## config.mk

```make
export PLATFORM = sky130hd
export DESIGN_NAME = weighted_rr_arbiter
export DESIGN_NICKNAME = d
export VERILOG_FILES = /design/src/rtl/weighted_rr_arbiter.sv
export SDC_FILE = /design/constraint.sdc
export NUM_CORES = 1
export LEC_CHECK = 0
export BUFFER_PORTS_ARGS = -buffer_cell sky130_fd_sc_hd__buf_4
export CAP_MARGIN = 20
export CORE_MARGIN = 4
export CORE_UTILIZATION = 60
export DETAILED_ROUTE_END_ITERATION = 12
export GPL_ROUTABILITY_DRIVEN = 0
export GPL_TIMING_DRIVEN = 0
export PLACE_DENSITY = 0.87
export SETUP_SLACK_MARGIN = 0.3
export SYNTH_ARGS = -nofsm -noshare
export SYNTH_HDL_FRONTEND = slang
export SYNTH_SLANG_ARGS = --single-unit
export TNS_END_PERCENT = 50
```

## constraint.sdc

```tcl
create_clock -name clk -period 14.4 [get_ports clk]
set_input_delay 2.16 -clock clk [delete_from_list [all_inputs] [get_ports clk]]
set_output_delay 2.16 -clock clk [all_outputs]
set_load 0.01 [all_outputs]
```

## src/rtl/weighted_rr_arbiter.sv

```systemverilog
// Weighted round-robin arbiter with registered one-hot grant, hold and fixed-priority fallback.
// A winner keeps the resource for max(weight,1) consecutive cycles unless it drops its request.
module weighted_rr_arbiter #(
    parameter int unsigned NUM_CLIENTS = 8,
    parameter int unsigned WEIGHT_W    = 4,
    parameter bit          CAN_HOLD    = 1'b1
) (
    input  logic                             clk,
    input  logic                             rst_n,
    input  logic [NUM_CLIENTS-1:0]           requests,
    input  logic [NUM_CLIENTS*WEIGHT_W-1:0]  weights,
    input  logic                             prio_mode,
    input  logic                             hold,
    output logic [NUM_CLIENTS-1:0]           grants,
    output logic                             grant_valid,
    output logic [$clog2(NUM_CLIENTS)-1:0]   grant_idx
);

    localparam int unsigned IDX_W = $clog2(NUM_CLIENTS);

    logic [IDX_W-1:0]       last_owner;
    logic [WEIGHT_W-1:0]    credit;

    logic                   hold_eff;
    logic                   owner_req;
    logic                   any_req;
    logic                   rr_found;
    logic [IDX_W-1:0]       rr_idx;
    logic [IDX_W-1:0]       fp_idx;
    logic [IDX_W-1:0]       cand;
    logic [IDX_W-1:0]       win_idx;
    logic [WEIGHT_W-1:0]    win_weight;
    logic [WEIGHT_W-1:0]    w_eff;

    logic [NUM_CLIENTS-1:0] grants_d;
    logic                   valid_d;
    logic [IDX_W-1:0]       idx_d;
    logic [IDX_W-1:0]       last_d;
    logic [WEIGHT_W-1:0]    credit_d;

    assign hold_eff  = CAN_HOLD && hold;
    assign owner_req = grant_valid && requests[grant_idx];
    assign any_req   = |requests;

    // Rotating search starting just past the last winner; the current owner comes last.
    always_comb begin
        rr_found = 1'b0;
        rr_idx   = '0;
        cand     = '0;
        for (int unsigned i = 0; i < NUM_CLIENTS; i++) begin
            cand = IDX_W'((32'(last_owner) + i + 32'd1) % NUM_CLIENTS);
            if (!rr_found && requests[cand]) begin
                rr_found = 1'b1;
                rr_idx   = cand;
            end
        end
    end

    always_comb begin
        fp_idx = '0;
        for (int i = int'(NUM_CLIENTS) - 1; i >= 0; i--) begin
            if (requests[i]) begin
                fp_idx = IDX_W'(i);
            end
        end
    end

    assign win_idx    = prio_mode ? fp_idx : rr_idx;
    assign win_weight = weights[32'(win_idx)*WEIGHT_W +: WEIGHT_W];
    assign w_eff      = (win_weight == '0) ? WEIGHT_W'(1) : win_weight;

    // Next-state decision: hold, then burst continuation, then fresh arbitration.
    always_comb begin
        valid_d  = grant_valid;
        idx_d    = grant_idx;
        last_d   = last_owner;
        credit_d = credit;
        if (owner_req && (hold_eff || credit != '0)) begin
            if (!hold_eff) begin
                credit_d = credit - WEIGHT_W'(1);
            end
        end else if (any_req) begin
            valid_d  = 1'b1;
            idx_d    = win_idx;
            last_d   = win_idx;
            credit_d = w_eff - WEIGHT_W'(1);
        end else begin
            valid_d  = 1'b0;
            idx_d    = '0;
            credit_d = '0;
        end
        grants_d = valid_d ? (NUM_CLIENTS'(1) << idx_d) : '0;
    end

    always_ff @(posedge clk) begin
        if (!rst_n) begin
            grants      <= '0;
            grant_valid <= 1'b0;
            grant_idx   <= '0;
            credit      <= '0;
            last_owner  <= IDX_W'(NUM_CLIENTS - 1);
        end else begin
            grants      <= grants_d;
            grant_valid <= valid_d;
            grant_idx   <= idx_d;
            credit      <= credit_d;
            last_owner  <= last_d;
        end
    end

endmodule

```

==> run metrics, run 1 <==
register area share after synthesis=15.18%; area share of the largest cell type after synthesis=15.18%; Max clock buf depth=2; H-tree levels=1; initial antenna violation count=0; vias in the first global route=2624; # IOs=56; Async SR Flop Fraction=0%; TNS Setup=0 ns; Pwr Density=284.2 nW/µm²; Peak supply drop=0.1386 mV; fillers=304; Synth Warn #=0; antenna-violating nets left=0; post-placement cell count=401; CP cell instances=buf_4 > clkbuf_1 > and3b_1 > a2111oi_0 > a31oi_1 > and3_1 > a211o_1 > and4_4 > a311oi_4 > mux4_1 > nor4_1 > a31oi_1 > and2_1 > ha_1 > inv_1 > a21oi_1 > o21ai_0 > o211a_1; area of the core=4029 µm²; reg2reg end=credit[1]; # DRC=0; Pleak=1.321 nW; Area contributors post-synth=dfxtp_1, mux4_1, mux4_2; Post-DP HPWL=5609 µm; Int Pwr=418.2 µW; library cells used by synthesis=64; Post-synth EDFFs=0; Clock Skews=0.001962 ns; sw frac=51.28%; hold endpoint=credit[1]; Reg power frac=9.8%; CTS buffer count=3; most used cell, CP=a31oi_1; Worst R2R Start=last_owner[1]; switching power=440.1 µW; Hold Violations, Final=0; multi-input logic area=1951 µm²; HP Class=register to register; Mapped Avg Cell Area=8.438 µm²; # nets final=406; Hold Crit Start=credit[1]; CP Data Required Time=14.60 ns; Pins Over Slew Limit=0; total track usage=27.53%; Mapped Nets=347; main flop type after synthesis=dfxtp_1; drt pass-1 iters=7; DR iter-0 viols=392; # rows=23; Slew HR=49.23%; Final Instance Count excl. Fillers=405; RSZ-0062 raised after global routing=no; register area=380.4 µm²; n_diodes=0; Fmax achieved=149.3 MHz; CTS tree=built; Netlist Area Pre-Place=2506 µm²; Initial Utilization=62.20%; first-pass GRT wire length=11820 µm; Port-buffer cells=54; Post-Synthesis Cells=297; die height=72.63 µm; Worst R2R Setup Slack=8.30 ns; drt total wl=7143 µm; CTS sink cnt=19; Comb power frac=85.9%; # setup viols final=0; Max Fanout on Critical Path=10; Die ar.=5275 µm²; DR WL/cell=17.64 µm; largest net degree at the start of global routing=12; synth-to-layout area growth=20.52%; Root Buffer=clkbuf_8; MaxCap Viol Count=0; Worst-path clk slew=0.07 ns; Final Critical Period=6.697 ns; worst-margin pin slew=0.7615 ns; layout cell share with drive strength beyond 1=26.20%; Hold Crit Depth=1; slowest stage cell, crit path=mux4_1; Worst R2R Path Depth=20; status=complete, no violations; CP Class=input port to register; Hold-fix buffers, CTS=0; post-CTS setup buffer count=0; cell taking the most area after synthesis=dfxtp_1; GR Overflow Total=0; flops & latches, synth=19; Largest stage delay, worst path=0.71 ns; Die X=72.63 µm; CP startpoint kind=input port; Resize count post-CTS=0; final period utilization=46.51%; clock network power share=4.3%; Worst EP arrival=6.90 ns; vias post-DR=2721; Worst-Skew Late Latency=0.25 ns; vias per cell=6.719; kind of end point of the critical path=register
[stage by stage]
step	power [mW]	cell area [µm²]	setup slack, ns	hold slack, ns	util, %
floorplan	0.6462	2506	8.286	0.4879	-
global placement	0.7761	2974	7.696	0.5138	73.82
detailed placement	0.7995	2974	7.615	0.5275	73.82
CTS	0.8405	3020	7.843	0.5391	74.97
global route	0.9219	3020	7.600	0.5608	74.97
finish	0.8584	3020	7.703	0.5416	74.97
[worst max path at each step]
stage / end / slack (ns) / start
6_report: credit[1] / 7.70 / requests[3]
3_5_place_dp: credit[1] / 7.61 / requests[3]
3_3_place_gp: credit[1] / 7.70 / requests[3]
2_1_floorplan: credit[1] / 8.29 / requests[2]
5_1_grt: credit[1] / 7.60 / requests[3]
4_1_cts: credit[1] / 7.84 / requests[3]
[power groups by stage]
stage | logic, mW | registers (mW) | clock network, mW
after floorplan | 0.559 | 0.0872 | 0
after global placement | 0.692 | 0.0842 | 0
after detailed placement | 0.714 | 0.0851 | 0
after CTS | 0.720 | 0.0838 | 0.0370
after global routing | 0.796 | 0.0860 | 0.0395
final | 0.737 | 0.0839 | 0.0370
[final cells by class]
type | instances | share of cell area, %
Clock inverter | 1 | 0.1657
Tap cell | 50 | 2.071
Clock buffer | 3 | 1.367
Multi-Input combinational cell | 240 | 64.58
Sequential cell | 19 | 12.59
Buffer | 21 | 3.687
Timing Repair Buffer | 54 | 13.42
Inverter | 17 | 2.113
[cells by family after synthesis]
family	synth area share, %
xor+xnor	2.097
buf+inv	6.989
fa+ha+maj	2.995
simple gates	24.06
compound gates	19.02
mux	29.66
flops	15.18
[synth_stat cells (3+ instances only)]
cell	count
nand2_1	29
nor2_1	27
dfxtp_1	19
mux2i_1	18
inv_1	16
a21oi_1	15
nand3_1	14
clkbuf_1	12
mux4_2	10
mux4_1	9
and2_1	8
mux2_2	8
nor4_1	8
o21ai_0	8
nor3_1	7
ha_1	6
a31oi_1	4
buf_4	4
nand2b_1	4
o211ai_1	4
xor2_1	4
a21o_1	3
and3_1	3
nand3b_1	3
o32ai_1	3
[cells in the final DEF (no fill, tap or decap), types with 9 or more instances in the layout]
master    synthesis  routed
dfxtp_1          19      19
clkbuf_1         12      12
inv_1            16      16
mux4_2           10      10
nand2_1          29      29
mux2i_1          18      18
buf_4             4      58
a21oi_1          15      15
mux4_1            9       9
nor2_1           27      27
nand3_1          14      14
[worst max-delay path, delay by kind of cell]
family / cells / cell delay (ns)
compound gates: 8 / 2.01
fa+ha+maj: 1 / 0.27
buf+inv: 3 / 0.53
mux: 1 / 0.71
simple gates: 5 / 1.22
[flip-flops by register name (all words and copies together) (netlist names)]
| register | count |
|---|---|
| last_owner | 3 |
| grant_valid | 1 |
| credit | 4 |
| grants | 8 |
| grant_idx | 3 |
[per-layer routing]
layer	vias up	wire (µm)	global-route usage (%)
met1	1266	2867	37.56
met3	20	698	4.132
met5	-	0	0
met4	0	130	7.377
li1	1250	-	-
met2	185	3447	45.49
(Power assumes the default switching activity.)
==> run 2: changes to the inputs <==
--- a/config.mk
+++ b/config.mk
@@ -8,11 +8,11 @@
 export BUFFER_PORTS_ARGS = -buffer_cell sky130_fd_sc_hd__buf_4
 export CAP_MARGIN = 20
 export CORE_MARGIN = 4
-export CORE_UTILIZATION = 60
+export CORE_UTILIZATION = 50
 export DETAILED_ROUTE_END_ITERATION = 12
 export GPL_ROUTABILITY_DRIVEN = 0
 export GPL_TIMING_DRIVEN = 0
-export PLACE_DENSITY = 0.87
+export PLACE_DENSITY = 0.78
 export SETUP_SLACK_MARGIN = 0.3
 export SYNTH_ARGS = -nofsm -noshare
 export SYNTH_HDL_FRONTEND = slang
==> constraint.sdc (replaced) <==
create_clock -name clk -period 6 [get_ports clk]
set_input_delay 0.9 -clock clk [delete_from_list [all_inputs] [get_ports clk]]
set_output_delay 0.9 -clock clk [all_outputs]
set_load 0.01 [all_outputs]
==> run metrics, run 2 (synthesized netlist as in run 1, its figures left out) <==
CTS buffer count=3 (unchanged); cell family with most CP delay=simple AND/OR/NAND/NOR gates; hold endpoint=credit[1]; initial antenna violation count=0 (unchanged); TNS Setup=0 ns (unchanged); Max clock buf depth=2 (unchanged); final period utilization=90.95%; Final Instance Count excl. Fillers=426 (+5.2%); Hold Slack=0.5229 ns (-0.01868 ns); CP startpoint kind=register; MaxCap Viol Count=0 (unchanged); Pleak=1.346 nW (+1.9%); Pwr Density=679.9 nW/µm² (+140%); commonest non-fill, non-tap cell in the layout=buf_4; Fmax achieved=183.3 MHz; Largest stage delay, worst path=0.63 ns (-0.08 ns); biggest regs=grants x8, credit x4; CTS tree=built; kind of end point of the critical path=register; # rows=25 (+8.7%); area of the core=4786 µm² (+19%); vias post-DR=2699 (-0.81%); H-tree levels=1 (unchanged); fillers=417 (+37%); max reg flops=8 (unchanged); reg2reg end=credit[1]; CP bufs+invs=6 (+3); Hold Violations, Final=0 (unchanged); Hold Crit Start=credit[1]; Hold Crit Depth=1 (unchanged); CP cell instances=clkbuf_4 > inv_1 > ha_2 > buf_4 > mux2_1 > mux2i_2 > a221oi_1 > or2_1 > buf_6 > or3_4 > and4_4 > a311oi_4 > buf_4 > mux4_1 > nor4_2 > a31oi_1 > and2_1 > ha_1 > inv_1 > a21oi_1 > o21ai_0 > o211a_1; # nets final=410 (+0.99%); Top reg by flops=grants; Worst R2R Start=last_owner[1]; Post-DP HPWL=5640 µm (+0.56%); Peak supply drop=0.2950 mV (+110%); Die X=78.80 µm (+8.5%); # setup viols final=0 (unchanged); GR Overflow Total=0 (unchanged); Worst EP arrival=5.60 ns (-1.30 ns); post-placement cell count=418 (+4.2%); DP Area=2995 µm² (+0.72%); status=complete, no violations; Pins Over Slew Limit=0 (unchanged); most frequent cells in the layout=buf_4, nand2_1, nor2_1; post-route cell area=3112 µm² (+3.0%); Worst R2R Path Depth=22 (+10%); Final Critical Period=5.457 ns; Clock Skews=0.003424 ns (+0.001462 ns); antenna-violating nets left=0 (unchanged); total track usage=23.35% (-4.2 points); Worst R2R Setup Slack=0.54 ns (-7.76 ns); layout cell share with drive strength beyond 1=29.25% (+3.1 points); CP Data Required Time=6.14 ns (-8.46 ns); Root Buffer=clkbuf_8; final setup margin=0.5430 ns (-7.160 ns); synth-to-layout area growth=24.16%; vias per cell=6.336 (-5.7%); RSZ-0062 raised after global routing=no; largest net degree at the start of global routing=12 (unchanged); Die ar.=6209 µm² (+18%); Slew HR=45.51% (-3.7 points); # IOs=56 (unchanged); vias in the first global route=2618 (-0.23%); HP Class=register to register; n_diodes=0 (unchanged); CP Class=register to register; DR WL/cell=17.05 µm (-3.3%); die height=78.80 µm (+8.5%); post-place setup slack=0.01338 ns (-7.602 ns); first-pass GRT wire length=11940 µm (+1.0%); DR iter-0 viols=221 (-44%); Initial Utilization=52.37% (-9.8 points); Worst-Skew Late Latency=0.25 ns (about the same); slowest stage cell, crit path=mux4_1; CTS sink cnt=19 (unchanged); drt pass-1 iters=6 (-1); drt total wl=7265 µm (+1.7%); worst-margin pin slew=0.8145 ns (+0.05303 ns); Max Fanout on Critical Path=10 (unchanged); Port-buffer cells=54 (unchanged); Worst-path clk slew=0.07 ns (about the same); # DRC=0 (unchanged)
-- run 2: cell count changes in the layout (fill, tap and decap cells not counted), sizes merged --
cell,delta
buf,+4
-- run 2: timing repair --
item | 4_1_cts | 5_1_grt
pin swaps | 1 | 1
buffers inserted | 4 | 0
gates resized for setup | 2 | 9
setup endpoints to repair | 2 | 2
hold buffers | 0 | 0
-- run 2: metal layers --
metal / global-route usage [%] / vias to the layer above / part of all wire [%]
li1: - / 1259 / -
met1: 31.64 / 1282 / 42
met2: 40.07 / 147 / 49
met3: 3.061 / 11 / 7.8
met4: 4.196 / 0 / 0.99
met5: 0 / - / 0
-- run 2: report_power, final --
group	internal, mW	total, mW	switching, mW	leakage [nW]
sequential	0.174	0.202	0.0278	0.157
combinational	0.827	1.83	1.00	1.16
clock	0.0460	0.0851	0.0391	0.0255
total	1.05	2.12	1.07	1.35
-- run 2: how the worst max path moves through the flow --
stage / end / from / cells past startpoint / slack (ns)
after floorplan: credit[1] / last_owner[1] / 20 / 0.90
after global placement: credit[1] / last_owner[1] / 20 / 0.1
after detailed placement: credit[1] / last_owner[1] / 20 / 0.01
after CTS: credit[1] / last_owner[1] / 21 / 0.45
after global routing: credit[1] / last_owner[1] / 22 / 0.30
final: credit[1] / last_owner[1] / 22 / 0.54
-- run 2: layout make-up --
type	count	area (µm²)	area share [%]
Multi-Input combinational cell	240	1987	63.85
Timing Repair Buffer	58	435.4	13.99
Sequential cell	19	380.4	12.22
Buffer	21	115.1	3.699
Tap cell	67	83.83	2.694
Inverter	17	63.81	2.051
Clock buffer	3	41.29	1.327
Clock inverter	1	5.005	0.1608
-- run 2: metrics by stage --
step / util, % / power, mW
finish: 65.02 / 2.116
global route: 65.02 / 2.280
CTS: 64.31 / 2.043
detailed placement: 62.59 / 1.912
global placement: 62.59 / 1.876
floorplan: - / 1.551
